<file path="src/rtl/alu_regfile_pkg.sv">
// Shared definitions for the CPU datapath core: widths, ALU operation
// codes and right-shift mode codes.
package alu_regfile_pkg;

    localparam int DATA_W_DEF = 8;
    localparam int REG_N_DEF  = 8;
    localparam int ADDR_W     = 3;

    typedef enum logic [2:0] {
        ALU_FWD   = 3'b000,
        ALU_ADD   = 3'b001,
        ALU_AND   = 3'b010,
        ALU_OR    = 3'b011,
        ALU_MUL   = 3'b100,
        ALU_SHIFT = 3'b101
    } alu_op_e;

    typedef enum logic [1:0] {
        RS_LOGIC = 2'b00,
        RS_ARITH = 2'b01,
        RS_ROT   = 2'b10
    } rs_mode_e;

endpackage

</file>
<file path="src/rtl/alu_regfile_alu.sv">
// Combinational 8-bit ALU with forward/add/and/or/multiply/shift and a
// ZERO flag. Shift amount comes from DATA2; R/RS only matter for shifts.
module alu
    import alu_regfile_pkg::*;
#(
    parameter int DATA_W = DATA_W_DEF
) (
    input  logic [DATA_W-1:0] DATA1,
    input  logic [DATA_W-1:0] DATA2,
    input  logic [2:0]        SELECT,
    input  logic              R,
    input  logic [1:0]        RS,
    output logic [DATA_W-1:0] RESULT,
    output logic              ZERO
);

    localparam int SH_W = $clog2(DATA_W);

    logic              big_amt_s;
    logic [SH_W-1:0]   amt_s;
    logic [SH_W-1:0]   sat_amt_s;
    logic [DATA_W-1:0] shift_s;
    logic [2*DATA_W-1:0] rot_dbl_s;
    logic [DATA_W-1:0] result_s;

    // Shifter: any amount of DATA_W or more empties logical shifts and saturates the arithmetic one.
    always_comb begin
        big_amt_s = (DATA2 >= DATA_W[DATA_W-1:0]);
        amt_s     = DATA2[SH_W-1:0];
        if (big_amt_s) begin
            sat_amt_s = {SH_W{1'b1}};
        end else begin
            sat_amt_s = amt_s;
        end
        rot_dbl_s = {DATA1, DATA1} >> amt_s;
        shift_s   = {DATA_W{1'b0}};
        if (R == 1'b0) begin
            if (big_amt_s) begin
                shift_s = {DATA_W{1'b0}};
            end else begin
                shift_s = DATA1 << amt_s;
            end
        end else begin
            case (RS)
                RS_LOGIC: begin
                    if (big_amt_s) begin
                        shift_s = {DATA_W{1'b0}};
                    end else begin
                        shift_s = DATA1 >> amt_s;
                    end
                end
                RS_ARITH: shift_s = $unsigned($signed(DATA1) >>> sat_amt_s);
                RS_ROT:   shift_s = rot_dbl_s[DATA_W-1:0];
                default:  shift_s = {DATA_W{1'b0}};
            endcase
        end
    end

    // Operation select; unused and unknown codes produce zero.
    always_comb begin
        result_s = {DATA_W{1'b0}};
        case (SELECT)
            ALU_FWD:   result_s = DATA2;
            ALU_ADD:   result_s = DATA1 + DATA2;
            ALU_AND:   result_s = DATA1 & DATA2;
            ALU_OR:    result_s = DATA1 | DATA2;
            ALU_MUL:   result_s = DATA1 * DATA2;
            ALU_SHIFT: result_s = shift_s;
            default:   result_s = {DATA_W{1'b0}};
        endcase
        RESULT = result_s;
        ZERO   = (result_s == {DATA_W{1'b0}});
    end

endmodule

</file>
<file path="src/rtl/alu_regfile_reg_file.sv">
// Register file: REG_N entries, two combinational read ports, one clocked
// write port. r0 is an ordinary register. No write-to-read bypass.
module reg_file
    import alu_regfile_pkg::*;
#(
    parameter int DATA_W = DATA_W_DEF,
    parameter int REG_N  = REG_N_DEF
) (
    input  logic              CLK,
    input  logic              RESET,
    input  logic [ADDR_W-1:0] OUT1ADDRESS,
    input  logic [ADDR_W-1:0] OUT2ADDRESS,
    output logic [DATA_W-1:0] REGOUT1,
    output logic [DATA_W-1:0] REGOUT2,
    input  logic              WRITE,
    input  logic [ADDR_W-1:0] INADDRESS,
    input  logic [DATA_W-1:0] IN
);

    logic [REG_N-1:0][DATA_W-1:0] regs_q;
    logic [REG_N-1:0][DATA_W-1:0] regs_d;

    // Next-state of the register array: update only the addressed entry on a write.
    always_comb begin
        regs_d = regs_q;
        if (WRITE) begin
            regs_d[INADDRESS] = IN;
        end else begin
            regs_d = regs_q;
        end
    end

    // Register storage; synchronous reset takes priority over any write.
    always_ff @(posedge CLK) begin
        if (RESET) begin
            regs_q <= '0;
        end else begin
            regs_q <= regs_d;
        end
    end

    // Combinational read ports reflect stored contents only (old value during a write).
    always_comb begin
        REGOUT1 = regs_q[OUT1ADDRESS];
        REGOUT2 = regs_q[OUT2ADDRESS];
    end

endmodule

</file>
<file path="src/rtl/alu_regfile.sv">
// Datapath core of the single-cycle 8-bit CPU: register file plus ALU.
module alu_regfile
    import alu_regfile_pkg::*;
#(
    parameter int DATA_W = DATA_W_DEF,
    parameter int REG_N  = REG_N_DEF
) (
    input  logic              CLK,
    input  logic              RESET,
    input  logic [ADDR_W-1:0] OUT1ADDRESS,
    input  logic [ADDR_W-1:0] OUT2ADDRESS,
    output logic [DATA_W-1:0] REGOUT1,
    output logic [DATA_W-1:0] REGOUT2,
    input  logic              WRITE,
    input  logic [ADDR_W-1:0] INADDRESS,
    input  logic [DATA_W-1:0] IN,
    input  logic [DATA_W-1:0] DATA1,
    input  logic [DATA_W-1:0] DATA2,
    input  logic [2:0]        SELECT,
    input  logic              R,
    input  logic [1:0]        RS,
    output logic [DATA_W-1:0] RESULT,
    output logic              ZERO
);

    reg_file #(.DATA_W(DATA_W), .REG_N(REG_N)) u_reg_file (
        .CLK         (CLK),
        .RESET       (RESET),
        .OUT1ADDRESS (OUT1ADDRESS),
        .OUT2ADDRESS (OUT2ADDRESS),
        .REGOUT1     (REGOUT1),
        .REGOUT2     (REGOUT2),
        .WRITE       (WRITE),
        .INADDRESS   (INADDRESS),
        .IN          (IN)
    );

    alu #(.DATA_W(DATA_W)) u_alu (
        .DATA1  (DATA1),
        .DATA2  (DATA2),
        .SELECT (SELECT),
        .R      (R),
        .RS     (RS),
        .RESULT (RESULT),
        .ZERO   (ZERO)
    );

endmodule

</file>
<file path="config.mk">
export PLATFORM = sky130hd
export DESIGN_NAME = alu_regfile
export DESIGN_NICKNAME = d
export VERILOG_FILES = /design/src/rtl/alu_regfile_pkg.sv /design/src/rtl/alu_regfile_alu.sv /design/src/rtl/alu_regfile_reg_file.sv /design/src/rtl/alu_regfile.sv
export SDC_FILE = /design/constraint.sdc
export NUM_CORES = 1
export LEC_CHECK = 0
export ABC_AREA = 1
export BUFFER_PORTS_ARGS = -buffer_cell sky130_fd_sc_hd__buf_2
export CORE_MARGIN = 2
export CORE_UTILIZATION = 55
export CTS_CLUSTER_DIAMETER = 120
export DETAILED_ROUTE_END_ITERATION = 7
export MAX_ROUTING_LAYER = met4
export PLACE_DENSITY_LB_ADDON = 0.12
export SETUP_SLACK_MARGIN = 0.2
export SLEW_MARGIN = 30
export SYNTH_ARGS = -nofsm -noshare
export SYNTH_HDL_FRONTEND = slang
export SYNTH_SLANG_ARGS = --single-unit
</file>
<file path="constraint.sdc">
create_clock -name CLK -period 5.7 [get_ports CLK]
set_clock_uncertainty 0.2 [all_clocks]
set_input_delay 1.14 -clock CLK [delete_from_list [all_inputs] [get_ports CLK]]
set_output_delay 1.14 -clock CLK [all_outputs]
set_load 0.005 [all_outputs]
</file>
==> impl_results.md <==
- Antenna violations before repair: 0
- Outcome: finished, violations left
- Mean Syn Cell Area: 5.98 sq um
- Syn Inst Count: roughly 1k
- Number of core rows: 38
- Min-Delay Path Class: reg -> reg
- Buffers on Ports: 66
- FMAX: 170 MHz
- WS Path Type: in -> out
- Slew @ Worst Pin: 0.802 ns
- EDFF count, synth: 0
- FILL cells: 1,020
- Max FFs per register: 64
- Worst rel slew slack: 0.463
- DR vias: about 7k
- Htree depth: 3
- # diodes: 0
- Clk slew on worst S/H paths: 0.06 ns
- Max VDD drop: 181 uV
- Setup crit end kind: output pin
- Final Core Density: 0.659
- Cell mode on critical path: nand2_1
- Worst-path maximum fanout: 5
- Biggest regs: u_reg_file.regs_q (64)
- Largest net degree at the start of global routing: 65
- Tmin final: 5.89 ns
- #FFs+latches synth: 64
- Power Density: roughly 190 mW/mm^2
- Total of max-cap violations: 0
- Crit-path leading delay family: adder cells
- I/O pins: between 60 and 70
- Comb pwr share: 0.404
- Die area: 0.0118 sq mm
- Clk pwr share: 0.253
- Top reg by flops: u_reg_file.regs_q
- Sw Pwr: 505 uW
- Clock sink count: 64
- Hold violation count in the final report: 0
- Iteration-0 DRC Markers: 618
- Final setup violation count: 3
- Synth Cell Area: slightly above 0.006 sq mm
- Overflow after GRT: 0
- Post-route clock period utilization: 1.03
- Post-Route WL: 19,500 um
- Clock Latency Late Sink: 0.35 ns
- Crit-path max cell delay: 0.56 ns
- Core ar.: 0.0108 sq mm
- Switching Share: 0.372
- Dpl hpwl: 13,900 um
- Global-route wire length before repair: around 31,000 um
- CP max-delay cell: fa_2
- Die height: 109 um
- Final GP Congestion: 0.992
- Final WS setup: -0.187 ns
- Die X: about 110 um
- Final ANT Viol Nets: 0
- Root Buffer: clkbuf_8
- Crit path buf inv count: 6
- Maximum clock path buffer count: 2
- Syn Nets: 1,098
- Max-slew violation count: 0
- Sequential power share: 0.343
- Final setup TNS: -0.212 ns
- All-Layer GR Usage: 0.343
- YS warnings: 0
- # hold bufs at CTS: 0
- Number of global-route vias before repair: 6,276
- P_leak: 3.30 nW
- Worst EP required: approximately 4.4 ns
- Critical path, cell by cell: buf_12 > buf_4 > nand2_2 > fa_2 > fa_1 > inv_2 > fa_1 > inv_2 > fa_2 > inv_2 > ha_4 > nand2_1 > nand2_1 > a31oi_2 > nand3_1 > nand3_1 > nand2_1 > nor2_1 > nand2_1 > nor2_1 > buf_2
- Layout cells sized above 1: 0.167
- DR vias/cell: 5.60
- Startpoint types: input pin
- Post-synthesis sequential area ratio: 0.212
- Initial core utilization: 0.559
- DRC errors left: 0
- WP data arrival: 4.55 ns
- Fraction of registers with async set/reset: 0
- Synth-to-Final Area Change: 17.9%
- DRT Pass-1 Iters: 6
- Routed len/inst: between 15 and 20 um
- CTS tree: yes
- Violated checks: setup timing
- Synth Flop Type: dfxtp_1
- Fin nets: 1,170
- RSZ-0062 raised after global routing: true
- TritonCTS buffer count: 9
- Cell-internal power: 851 uW
- Total Power: 1.36 mW
- Post-synth cell types: 40
-- worst reg2reg max path: cells and delay by family, from the launching register on --
kind,cells,cell delay (ns)
buffers and inverters,1,0.07
AO/OA/AOI/OAI,1,0.26
flip-flops,1,0.31
-- stage by stage --
step / hold slack, ns / instance area, sq um / setup WS (ns) / instances
floorplan: 0.248 / 6100 / 0.0371 / 1010
detailed placement: 0.261 / 6680 / -0.241 / 1205
CTS: 0.270 / 7020 / -0.122 / 1225
finish: 0.272 / 7120 / -0.187 / 1227
global placement: 0.256 / 6680 / -0.187 / 1205
global route: 0.287 / 7120 / -0.340 / 1227
-- area by class of cell --
cell class	instances	area (sq um)	area share
Sequential cell	64	1280	0.180
Clock inverter	4	20.0	0.00281
Clock buffer	12	145	0.0204
Multi-Input combinational cell	755	4200	0.590
Inverter	139	522	0.0733
Timing Repair Buffer	113	773	0.109
Tap cell	140	175	0.0246
-- cell usage after synthesis, types with 2 or more instances --
master | n | area share
nand3_1 | 56 | 0.046
nor2_2 | 2 | 0.0021
a31oi_1 | 17 | 0.018
o21ai_0 | 84 | 0.070
a221oi_1 | 3 | 0.0044
clkbuf_1 | 32 | 0.020
nor3_1 | 2 | 0.0017
xor2_1 | 4 | 0.0058
nor2_1 | 97 | 0.060
ha_1 | 33 | 0.068
inv_1 | 134 | 0.083
o21ai_1 | 4 | 0.0033
xnor2_1 | 5 | 0.0073
nor2_4 | 3 | 0.0056
buf_2 | 9 | 0.0075
nand2_1 | 279 | 0.17
buf_1 | 5 | 0.0031
fa_1 | 13 | 0.043
clkbuf_2 | 4 | 0.0033
o211ai_1 | 19 | 0.024
o22ai_1 | 6 | 0.0062
a211oi_1 | 25 | 0.031
o221ai_1 | 2 | 0.0029
a21oi_1 | 88 | 0.073
inv_2 | 4 | 0.0025
nand4_1 | 2 | 0.0021
o21a_1 | 2 | 0.0025
dfxtp_1 | 64 | 0.21
-- path summary, 6_finish.rpt --
| path | start | to | slack, ns | cells past startpoint |
|---|---|---|---|---|
| hold reg to reg | u_reg_file.regs_q[0] | u_reg_file.regs_q[0] | 0.27 | 2 |
| hold / removal | u_reg_file.regs_q[0] | u_reg_file.regs_q[0] | 0.27 | 2 |
| setup / recovery | DATA1[2] | ZERO | -0.19 | 21 |
| setup reg to reg | u_reg_file.regs_q[30] | u_reg_file.regs_q[30] | 4.76 | 2 |
-- metal layers --
metal  track usage  wire length (um)
met5             -                 0
met3        0.0448              1380
met4         0.160               790
met1         0.422              8110
met2         0.560              9170
-- power by group through the flow --
stage / registers [mW] / logic (mW) / clock network [mW]
after CTS: 0.464 / 0.501 / 0.347
final: 0.465 / 0.547 / 0.343
after floorplan: 0.473 / 0.325 / 0
after global placement: 0.474 / 0.471 / 0
after detailed placement: 0.474 / 0.477 / 0
after global routing: 0.465 / 0.609 / 0.363
-- logic make-up after synthesis --
logic type               Yosys count  synth area share
AND/OR/NAND/NOR                  446             0.300
AO/OA/AOI/OAI                    254             0.240
buffers and inverters            191             0.123
flip-flops                        64             0.212
adder cells (fa/ha/maj)           46             0.112
XOR/XNOR                           9            0.0131
-- layout by cell type (no fill, tap or decap), types with 5 or more instances in the layout --
| cell | n |
|---|---|
| clkbuf_8 | 10 |
| a21oi_1 | 87 |
| buf_2 | 58 |
| o21ai_0 | 84 |
| fa_1 | 9 |
| nand3_1 | 56 |
| a31oi_1 | 16 |
| ha_1 | 22 |
| nand2_1 | 268 |
| o211ai_1 | 19 |
| buf_4 | 43 |
| nand2_2 | 11 |
| dfxtp_1 | 64 |
| inv_1 | 122 |
| nor2_1 | 97 |
| a211oi_1 | 25 |
| o22ai_1 | 6 |
| buf_6 | 8 |
| ha_4 | 10 |
| xnor2_1 | 5 |
| inv_2 | 16 |
-- what timing repair did --
item,CTS,global route
setup buffers,4,2
pin swaps,17,8
setup endpoints to repair,5,5
resized for setup,37,20
No activity file was read; power rests on OpenSTA's default activity.
